File: config.mk
export PLATFORM = sky130hd
export DESIGN_NAME = if_fetch_unit
export DESIGN_NICKNAME = d
export VERILOG_FILES = /design/src/rtl/if_fetch_unit_pkg.sv /design/src/rtl/if_fetch_unit_next_pc_calc.sv /design/src/rtl/if_fetch_unit.sv
export SDC_FILE = /design/constraint.sdc
export NUM_CORES = 1
export LEC_CHECK = 0
export CAP_MARGIN = 5
export CORE_ASPECT_RATIO = 0.75
export CORE_MARGIN = 4
export CORE_UTILIZATION = 50
export CTS_CLUSTER_SIZE = 10
export DETAILED_ROUTE_END_ITERATION = 8
export PLACE_DENSITY_LB_ADDON = 0.2
export SYNTH_ARGS = -nofsm -noshare
export SYNTH_HDL_FRONTEND = slang
export SYNTH_HIERARCHICAL = 1
export SYNTH_SLANG_ARGS = --single-unit
File: constraint.sdc
create_clock -name clk -period 3.6 [get_ports clk]
set_input_delay 0.9 -clock clk [delete_from_list [all_inputs] [get_ports clk]]
set_output_delay 0.9 -clock clk [all_outputs]
set_load 0.005 [all_outputs]
File: src/rtl/if_fetch_unit_pkg.sv
// Shared definitions for the instruction-fetch stage: redirect selects,
// FSM states, reset PC default and instruction width.
package if_fetch_unit_pkg;

   localparam int          INSTR_W          = 32;
   localparam logic [31:0] RESET_PC_DEFAULT = 32'h0000_0000;

   typedef enum logic [1:0] {
      SEL_BRANCH = 2'b00,
      SEL_JUMP   = 2'b01,
      SEL_REG    = 2'b10,
      SEL_RSVD   = 2'b11
   } redir_sel_e;

   typedef enum logic [1:0] {
      ST_IDLE  = 2'b00,
      ST_FETCH = 2'b01,
      ST_HOLD  = 2'b10
   } fetch_state_e;

endpackage

File: src/rtl/if_fetch_unit_next_pc_calc.sv
// Redirect target calculation for branch, jump and jump-register,
// all relative to the PC+4 captured with the current instruction.
module next_pc_calc
   import if_fetch_unit_pkg::*;
(
   input  logic [31:0] pc_plus4,
   input  redir_sel_e  sel,
   input  logic [15:0] imm16,
   input  logic [25:0] idx26,
   input  logic [31:0] redir_reg,
   output logic [31:0] target,
   output logic        misalign
);

   logic [31:0] branch_off;

   // Word offset: sign-extend then scale by 4; the add wraps at 32 bits.
   assign branch_off = {{14{imm16[15]}}, imm16, 2'b00};

   // NOTE: every output of a combinational block gets a default first so
   // no path through the case can leave it unassigned and infer a latch.
   always_comb begin
      target   = pc_plus4;
      misalign = 1'b0;
      case (sel)
         SEL_BRANCH: target = pc_plus4 + branch_off;
         SEL_JUMP:   target = {pc_plus4[31:28], idx26, 2'b00};
         SEL_REG: begin
            target   = {redir_reg[31:2], 2'b00};
            misalign = |redir_reg[1:0];
         end
         default:    target = pc_plus4;
      endcase
   end

endmodule

File: src/rtl/if_fetch_unit.sv
// Instruction-fetch stage: owns PC, runs the imem request/ready handshake,
// latches IR with PC+4 and applies branch/jump/register redirects.
module if_fetch_unit
   import if_fetch_unit_pkg::*;
#(
   parameter logic [31:0] RESET_PC = RESET_PC_DEFAULT
)
(
   input  logic               clk,
   input  logic               rst_n,
   input  logic               fetch_en,
   output logic               imem_req,
   output logic [31:0]        imem_addr,
   input  logic [INSTR_W-1:0] imem_rdata,
   input  logic               imem_ready,
   output logic [INSTR_W-1:0] ir,
   output logic               ir_valid,
   input  logic               ir_ack,
   output logic [31:0]        pc,
   output logic [31:0]        pc_plus4,
   input  logic               redir_valid,
   input  logic [1:0]         redir_sel,
   input  logic [15:0]        redir_imm16,
   input  logic [25:0]        redir_idx26,
   input  logic [31:0]        redir_reg,
   output logic               misalign
);

   fetch_state_e state, state_nxt;
   redir_sel_e   sel;
   logic [31:0]  target;
   logic         calc_misalign;
   logic         redir_take;
   logic         discard;
   logic [31:0]  pc_inc;
   logic         pend_valid;
   logic [31:0]  pend_target;

   assign sel        = redir_sel_e'(redir_sel);
   assign redir_take = redir_valid && (sel != SEL_RSVD);
   // A redirect arriving on the completing cycle counts as pending too.
   assign discard    = pend_valid || redir_take;
   assign pc_inc     = pc + 32'd4;

   next_pc_calc u_next_pc_calc (
      .pc_plus4  (pc_plus4),
      .sel       (sel),
      .imm16     (redir_imm16),
      .idx26     (redir_idx26),
      .redir_reg (redir_reg),
      .target    (target),
      .misalign  (calc_misalign)
   );

   // NOTE: clocked state uses non-blocking assignments so every register
   // samples the pre-edge values regardless of statement order.
   always_ff @(posedge clk or negedge rst_n) begin
      if (!rst_n) state <= ST_IDLE;
      else        state <= state_nxt;
   end

   always_comb begin
      state_nxt = state;
      case (state)
         ST_IDLE:  if (fetch_en)   state_nxt = ST_FETCH;
         ST_FETCH: if (imem_ready) state_nxt = discard ? ST_IDLE : ST_HOLD;
         ST_HOLD:  if (ir_ack)     state_nxt = fetch_en ? ST_FETCH : ST_IDLE;
         default:                  state_nxt = ST_IDLE;
      endcase
   end

   always_comb begin
      imem_req = (state == ST_FETCH);
      ir_valid = (state == ST_HOLD);
   end

   assign imem_addr = pc;

   always_ff @(posedge clk or negedge rst_n) begin
      if (!rst_n) begin
         pc          <= RESET_PC;
         ir          <= '0;
         pc_plus4    <= '0;
         pend_valid  <= 1'b0;
         pend_target <= '0;
         misalign    <= 1'b0;
      end else begin
         misalign <= redir_valid && calc_misalign;
         if (state == ST_FETCH) begin
            // The bus request always runs to completion; redirects wait here.
            if (imem_ready) begin
               if (discard) begin
                  pc         <= redir_take ? target : pend_target;
                  pend_valid <= 1'b0;
               end else begin
                  pc       <= pc_inc;
                  pc_plus4 <= pc_inc;
                  ir       <= imem_rdata;
               end
            end else if (redir_take) begin
               pend_valid  <= 1'b1;
               pend_target <= target;
            end
         end else if (redir_take) begin
            pc <= target;
         end
      end
   end

endmodule

==> run metrics <==
Crit Reg-Reg Startpoint pc_plus4[2]$_DFFE_PN0P_; clock root buffer clkbuf_16; arrival time at the worst endpoint ~3900 ps; CP Capture Type flop; max_slew headroom 25.00%; Crit Path Max Fanout 5; 1st-pass router iterations 6; largest net degree at the start of global routing 71; Pleak slightly below 6 nW; worst setup path start redir_imm16[14]; share of Yosys cell area claimed by the top area cell type 36.26%; Post-Syn Nets around 1.1k; Synth area leader dfrtp_1; largest family of logic cells by synthesized area compound AO/OA/AOI/OAI gates; dpl hpwl ~23000 um; total track usage a little under a third; GRT met2 Usage about 46%; number of cells in the finished layout apart from fillers 1533; Worst-Skew Late Latency about 420 ps; CTS max path bufs 2; IO buf count 244; Avg Cell Area, Syn around 9 um2; Tcrit/Tclk final slightly below 100%; post-synthesis adder-cell area fraction ~4.3%; commonest non-fill, non-tap cell in the layout clkdlybuf4s50_1; setup ws final 27.68 ps; area grow syn2layout 47.26%; Cells after Synth between 900 and 1k; core area 0.01776 mm2; Worst R2R Setup Slack approximately 210 ps; design area approximately 0.013 mm2; most frequent cells in the layout clkdlybuf4s50_1, nand2_1, dfrtp_1; maxcap violations 0; flop and latch count out of synthesis ~130; Yosys cell types 73; Top FF cell, synth dfrtp_1; clock transition at the registers of the reported paths 60 ps; Ports 245; hold crit path type in -> async; startpoint types input pin; initial antenna violation count 0; Fmax 279.9 MHz; Synth area leaders dfrtp_1, nand2_1, mux4_2; DR WL/cell just over 20 um; first-pass GRT wire length approximately 49000 um; Die W approximately 160 um; Detailed Route Iter0 Violations 917; Crit path required time around 3900 ps; clk sinks roughly 130; antenna cells 0; Compound-Gate Fraction of Synth Area a little under a fifth; CTS buffer count 17; status completed; worst hold slack approximately 460 ps; sequential element share of the synthesized area between 30% and 40%; Slew Limit Fails 0; CTS H-tree depth 4; vias in the first global route roughly 8.9k; chip height approximately 120 um; GRT busiest layer met2; Final Critical Period roughly 3600 ps; post-detailed-route DRC marker count 0; Placed Cells roughly 1.5k; Synth Area in Simple Gates between 10% and 20%; vias per inst 5.873; layout cells sized above 1 between 20% and 30%; Post-Synth XOR/XNOR Area 4.999%; GRT overflow 0; Worst-Margin Slew between 1000 and 1500 ps; Fillers 1307; row cnt 42; pre-CTS setup slack -769.2 ps; Synth Cell Area 0.009110 mm2; Routed Antenna Nets 0; Setup Skew 8.221 ps; PD cells 872.0 mW/mm2; vias between 9k and 10k; gp weighted congestion 0.9339; Post-CTS Hold Buffers 0; Synth Warn # 6; mux cell area share after synthesis between 10% and 20%; dpl cell area roughly 0.012 mm2; final core occ 75.53%; Die ar. a little over 0.02 mm2; maximum vdd drop between 400 and 500 uV; final net count 1423; Hold Vio Cnt, Final 0; endpoints failing setup 0; Detailed Route WL approximately 32000 um; Async SR Flop Fraction 100.0%; met3 GRT Util approximately 7.3%; Initial Utilization 51.29%; GR met1 Demand/Resource around 44%; EDFF count, synth 0; CTS tree built; worst setup path category in -> reg
[cell type report]
cell class / instances / area [um2] / share of cell area, %
Clock buffer: 19 / 432.9 / 3.227
Sequential cell: 132 / 3304 / 24.63
Multi-Input combinational cell: 748 / 5744 / 42.82
Clock inverter: 13 / 173.9 / 1.296
Tap cell: 242 / 302.8 / 2.257
Inverter: 15 / 56.30 / 0.4197
Timing Repair Buffer: 364 / 3401 / 25.35
[cell usage after synthesis (all sizes together), types with 25 or more instances]
cell / n
dfrtp: 132
ha: 30
mux2: 33
buf: 57
a21o: 25
xnor2: 35
a21oi: 64
nand2: 200
o21ai: 56
clkbuf: 36
nor2: 38
mux4: 26
[sequential cells by signal, summed over array words and instances, names as in the netlist]
signal and count:
ir 32, imem_addr 32, pend_target 32, pend_valid 1
pc_plus4 32, misalign 1, state 2
[critical path: stages]
cell and delay [ps]:
clkdlybuf4s50_1 500, ha_4 210, buf_4 140, a21oi_1 170, o211ai_1 180, nor3_2 210, nor3b_4 290, nor2_1 80
xor2_1 140, mux4_2 500, a2bb2oi_2 190, o21a_1 180, o22a_1 160
[what timing repair did]
action / in CTS / in global routing
pin swaps: 21 / 44
setup endpoints to repair: 25 / 18
buffers inserted: 5 / 7
gates resized for setup: 41 / 56
[kinds of logic after synthesis]
logic type	Yosys count
muxes	61
xor gates and xnor gates	52
buffers and inverters	108
and+or+nand+nor	351
DFF	132
adders and majority gates	31
AOI/OAI and AO/OA	253
[stage by stage]
stage / TNS, ps / power (mW)
6_report: 0 / 11.70
5_1_grt: -24.12 / 12.38
4_1_cts: -20.25 / 11.28
3_5_place_dp: -19880 / 9.188
3_3_place_gp: -17790 / 9.073
2_1_floorplan: 0 / 6.318
[where the power goes]
group | internal (mW) | switching [mW] | total, mW
clock network | 1.10 | 0.720 | 1.82
registers | 2.18 | 1.03 | 3.22
logic | 3.75 | 2.91 | 6.66
[final timing paths]
check,end,depth (start not counted)
worst min-delay path,ir[7]$_DFFE_PN0P_,1
worst max-delay path,imem_addr[27]$_DFFE_PN0P_,13
max in group asynchronous,imem_addr[18]$_DFFE_PN0P_,2
worst max register to register,imem_addr[14]$_DFFE_PN0P_,15
min in group clk,ir[29]$_DFFE_PN0P_,2
worst min register to register,ir[29]$_DFFE_PN0P_,2
[per-layer routing]
layer  share of wire (%)  vias to the layer above
li1                    -                     4114
met1                  43                     4371
met2                  46                      467
met3                 9.0                       52
met4                 1.9                        0
met5                   0                        -
No activity file was read; power rests on OpenSTA's default activity.
==> patch 1, RTL diff (same flow settings) <==
`INSTR_W`: 32 -> 16.
--- a/src/rtl/if_fetch_unit_pkg.sv
+++ b/src/rtl/if_fetch_unit_pkg.sv
@@ -4,3 +4,3 @@
 
-   localparam int          INSTR_W          = 32;
+   localparam int          INSTR_W          = 16;
    localparam logic [31:0] RESET_PC_DEFAULT = 32'h0000_0000;
Ports: changed (resized imem_rdata and ir); port bits go from 245 to 213. No check against the original RTL was run, so the function may have changed too.
==> patch 1 against the original RTL <==
Utilization about the same; highest routed layer unchanged; worst setup slack better by 0.0035 ns; sequential cell count down 16; area after synthesis down 8.3%; total power down 3.4%; final area down 8.7%; first-iteration DRC count down 28%; wire length down 8.2%; largest cell class unchanged.
==> patch 1: results (changes against the original RTL) <==
Outcome:
- The run finished with clean final reports.

Synthesis:
- The proportion of synthesized chip area in sequential cells is 34.7% (-1.5 points).
- By area the synthesized netlist is led by sky130_fd_sc_hd__dfrtp_1, sky130_fd_sc_hd__mux4_2, sky130_fd_sc_hd__nand2_1.
- The total nets after synthesis came to 1028 (-9.3%).
- The commonest cells after synthesis are sky130_fd_sc_hd__nand2_1, sky130_fd_sc_hd__dfrtp_1, sky130_fd_sc_hd__a21oi_1, sky130_fd_sc_hd__nor2_1, sky130_fd_sc_hd__o21ai_0.
- The mean instance size in the synthesized netlist is 9.29 µm² (+0.78%).
- The number of distinct library cell variants in the gate-level netlist after synthesis is 70 (-4.1%).
- The most used flip-flop cell after synthesis is sky130_fd_sc_hd__dfrtp_1.

Worst setup path:
- The worst stage delay on the critical path came to 0.42 ns (-0.08 ns).
- The slowest stage of the critical path belongs to the cell sky130_fd_sc_hd__a221o_1.
- The worst reg-to-reg setup slack came to 0.13 ns (-0.08 ns).
- The critical path arrival is 3.86 ns (-0.02 ns).
- The capturing point of the worst reg2reg path is imem_addr[31].
- The source of the worst register-to-register timing path is pc_plus4[9].
- The maximum fanout count along the critical path is 4 (-1).

STA:
- The clock tree skew after final layout is 0.00987 ns (+0.00165 ns).
- The hold slack is 0.471 ns (+0.0135 ns).

Layout:
- The fraction of layout cells with a size suffix above 1 is 24.8% (+1.4 points).
- The number of fill cells in the layout is 1149 (-12%).
- The final standard cell count with taps included and fillers excluded is 1393 (-9.1%).
- The final layout net count is 1299 (-8.7%).

Placed design:
- The number of cells in the design after placement came to 1347 (-9.5%).
- The port buffer count came to 212 (-13%).

Clocking:
- The total CTS buffers is 17 (unchanged).
- The source-to-sink clock delay at the later pin of the worst-skew pair came to 0.42 ns (about the same).

Global route:
- The total track usage is 30.4% (-0.091 points).
- The largest net degree at the start of global routing is 66 (-7.0%).
- The first-pass GRT wire length is 45000 µm (-8.1%).
- The number of global-route vias before repair is 8320 (-6.2%).

Power:
- The reported leakage power is 5.33 nW (-8.4%).
- The peak supply drop is 0.000495 V (+19%).

Routing:
- The initial DRC count is 664 (-28%).
- The number of vias in the routed layout is 8354 (-7.2%).
- The total detailed-routing wirelength is 29100 µm (-8.2%).
- The number of detailed-routing iterations run before antenna repair is 5 (-1).
-- patch 1: cell count changes after synthesis, sizes merged, moves of 6 or more --
cell / delta
buf: -10
o2bb2ai: -6
nor2: +7
o21ai: -10
dfrtp: -16
nand4: -6
nand2: -55
a2bb2oi: +7
a21oi: +9
-- patch 1: where the power goes --
part	internal, W	switching [W]	total (W)
clock	0.00125	0.000678	0.00193
combinational	0.00366	0.00286	0.00651
sequential	0.00191	0.000943	0.00285
-- patch 1: worst max-delay path by stage --
stage	startpoint	end	cells after the start
2_1_floorplan	redir_imm16[14]	imem_addr[31]	13
3_5_place_dp	redir_imm16[15]	imem_addr[31]	14
5_1_grt	redir_imm16[0]	imem_addr[12]	18
6_report	redir_imm16[7]	imem_addr[31]	14
3_3_place_gp	redir_imm16[15]	imem_addr[31]	14
4_1_cts	redir_imm16[15]	imem_addr[31]	16
-- patch 1: metrics by stage --
step	area, µm²	worst slack [ns]
after floorplan	8360	-0.0459
after global placement	11200	-1.01
after detailed placement	11200	-0.952
after CTS	12100	0.00136
after global routing	12300	-0.0246
final	12300	0.0312
-- patch 1: per-layer routing --
layer / global-route usage, % / wire length, µm / up-vias
met3: 5.91 / 2310 / 54
li1: - / - / 3786
met1: 42.9 / 12800 / 4108
met5: 0 / 0 / -
met2: 47.7 / 13400 / 406
met4: 8.76 / 624 / 0
-- patch 1: kinds of logic after synthesis --
logic type / Yosys count / synth area share [%]
AO/OA/AOI/OAI: 253 / 20.7
AND/OR/NAND/NOR: 286 / 16.4
buffers and inverters: 101 / 6.33
multiplexers: 61 / 11.7
flip-flops: 116 / 34.7
adder cells (fa/ha/maj): 31 / 4.73
XOR/XNOR: 51 / 5.35
-- patch 1: what timing repair did --
| item | 4_1_cts | 5_1_grt |
|---|---|---|
| gates cloned | 0 | 0 |
| resized for setup | 53 | 35 |
| setup endpoints to repair | 23 | 14 |
| setup buffers | 6 | 8 |
| endpoints found under the hold margin | 0 | 0 |
| pin swaps | 34 | 34 |
-- patch 1: final cells by class --
cell class	count	area, µm²	area share (%)
inverter	18	67.6	0.551
clock buffer	18	439	3.58
clock inverter	14	225	1.84
tap	210	263	2.14
multi-input combinational	682	5290	43.2
sequential	116	2900	23.7
timing repair buffer	335	3070	25.0
==> patch 2, RTL diff (config.mk and constraints unchanged) <==
Without the edit above. Remove the case item `SEL_BRANCH` of the case on `sel`.
--- a/src/rtl/if_fetch_unit_next_pc_calc.sv
+++ b/src/rtl/if_fetch_unit_next_pc_calc.sv
@@ -25,3 +25,2 @@
       case (sel)
-         SEL_BRANCH: target = pc_plus4 + branch_off;
          SEL_JUMP:   target = {pc_plus4[31:28], idx26, 2'b00};
Function: changed (a bounded check fails within 4 cycles, from zero or initial values and one cycle with rst_n low).
==> patch 2 against the original RTL <==
Total power decreased by 29%; count of clock-buffer cells in the layout is 1 lower; fmax is 20% higher; hold slack worse by 0.052 ns; first-iteration DRC count down 42%; area after synthesis decreased by 19%; register-to-register slack improved by 0.99 ns; final area shrank 24%; synthesized cell count is 18% lower; worst setup slack improved by 0.61 ns; wire length fell by 32%; sequential cell count is the same; critical path type unchanged.
==> patch 2: results (changes against the original RTL) <==
Placed design:
- The port buffer count is 228 (-6.6%).
- The weighted congestion at the end of routability-driven global placement is 0.818 (-12%).
- The worst setup timing slack at the placement stage is 0.309 ns (+1.08 ns).
- The placed wire-length estimate is 14900 µm (-34%).

Worst setup path:
- For this design, the slowest cell found on the critical path is sky130_fd_sc_hd__ha_2.
- The maximum fanout count along the critical path is 21 (+16).
- The critical path arrival is 3.29 ns (-0.59 ns).
- The worst stage delay on the critical path is 0.57 ns (+0.07 ns).

Clocking:
- The number of buffers inserted by post-CTS setup repair came to 0 (-5).
- The number of instances resized during post-cts repair is 0 (-100%).

Synthesis:
- The adder-cell area share of the yosys netlist is 0.510% (-3.8 points).
- The proportion of synthesized chip area in sequential cells came to 44.9% (+8.6 points).
- Counting instances in the post-synthesis netlist gives the leading cell types as sky130_fd_sc_hd__nand2_1, sky130_fd_sc_hd__dfrtp_1, sky130_fd_sc_hd__o21ai_0, sky130_fd_sc_hd__a21oi_1, sky130_fd_sc_hd__buf_4.
- The total nets after synthesis is 927 (-18%).
- The fraction of synthesized cell area in xor and xnor cells came to 3.33% (-1.7 points).
- The fraction of the mapped netlist area in compound gates came to 19.3% (+0.39 points).
- The multiplexer share of the synthesized area is 5.03% (-5.7 points).

Global route:
- The number of global-route vias before repair is 6554 (-26%).
- The total track usage is 25.9% (-4.6 points).
- The largest net degree at the start of global routing is 60 (-15%).
- The first-pass GRT wire length is 34500 µm (-30%).

Floorplanning:
- The number of placement rows is 38 (-9.5%).

Outcome:
- The flow ran to the end, and the final reports show no timing, DRC or antenna violations.

Layout:
- The final layout net count is 1100 (-23%).
- The fraction of layout cells with a size suffix above 1 is 10.1% (-13 points).

Routing:
- The final routed wire length divided by cell count is 17.9 µm (-13%).

Power:
- The peak supply drop is 0.000412 V (-0.72%).
[patch 2: changes by cell type in the layout (fill, tap and decap cells not counted), sizes merged, moves of 9 or more]
cell   delta
buf     -102
xor2     -14
a22oi    +24
nand3     -9
a21o     -23
ha       -27
nor2     -23
xnor2    -10
mux4     -26
a21oi    -28
o21ai    +13
[patch 2: path summary, 6_finish.rpt]
kind,start,to,slack (ns),cells after the start
min in group clk,ir[7],ir[7],0.47,2
worst min register to register,ir[7],ir[7],0.47,2
worst max-delay path,redir_sel[1],imem_addr[26],0.64,7
worst max register to register,imem_addr[2],imem_addr[26],1.20,6
max in group asynchronous,rst_n,pend_target[1],2.40,2
worst min-delay path,rst_n,ir[9],0.40,1
[patch 2: area by class of cell]
class,instances,area [µm²],area share [%]
tap,200,250,2.46
multi-input combinational,577,3500,34.4
clock inverter,14,178,1.75
timing repair buffer,246,2470,24.3
sequential,132,3300,32.5
inverter,9,33.8,0.332
clock buffer,18,429,4.22
[patch 2: worst register-to-register path: cells and delay by family, from the launching register on]
kind / cells / cell delay (ns)
DFF: 1 / 0.51
AOI/OAI and AO/OA: 1 / 0.06
and+or+nand+nor: 4 / 1.37
adders and majority gates: 1 / 0.35
[patch 2: per-layer routing]
metal / vias up / routed length (µm) / track usage, %
li1: 3157 / - / -
met1: 3224 / 9690 / 36.0
met2: 227 / 9900 / 40.5
met3: 43 / 1520 / 6.29
met4: 0 / 347 / 7.69
met5: - / 0 / 0
[patch 2: power breakdown]
group / switching, W / total (W) / internal [W]
Clock: 0.000698 / 0.00179 / 0.00110
Sequential: 0.000777 / 0.00293 / 0.00215
Combinational: 0.00152 / 0.00364 / 0.00212
[patch 2: logic make-up (layout without fill, tap and decap cells)]
group / after synthesis / count (layout)
simple gates: 299 / 299
compound gates: 214 / 214
flops: 132 / 132
buf+inv: 101 / 287
mux: 33 / 33
xor+xnor: 28 / 28
fa+ha+maj: 3 / 3
[patch 2: metrics by stage]
step / total power [W] / utilization, % / instance area (µm²) / hold slack [ns] / std cells
2_1_floorplan: 0.00476 / - / 7360 / 0.464 / 810
3_3_place_gp: 0.00647 / 66.1 / 9560 / 0.457 / 1164
3_5_place_dp: 0.00656 / 66.1 / 9560 / 0.462 / 1164
4_1_cts: 0.00839 / 70.3 / 10200 / 0.425 / 1196
5_1_grt: 0.00892 / 70.3 / 10200 / 0.431 / 1196
6_report: 0.00836 / 70.3 / 10200 / 0.405 / 1196
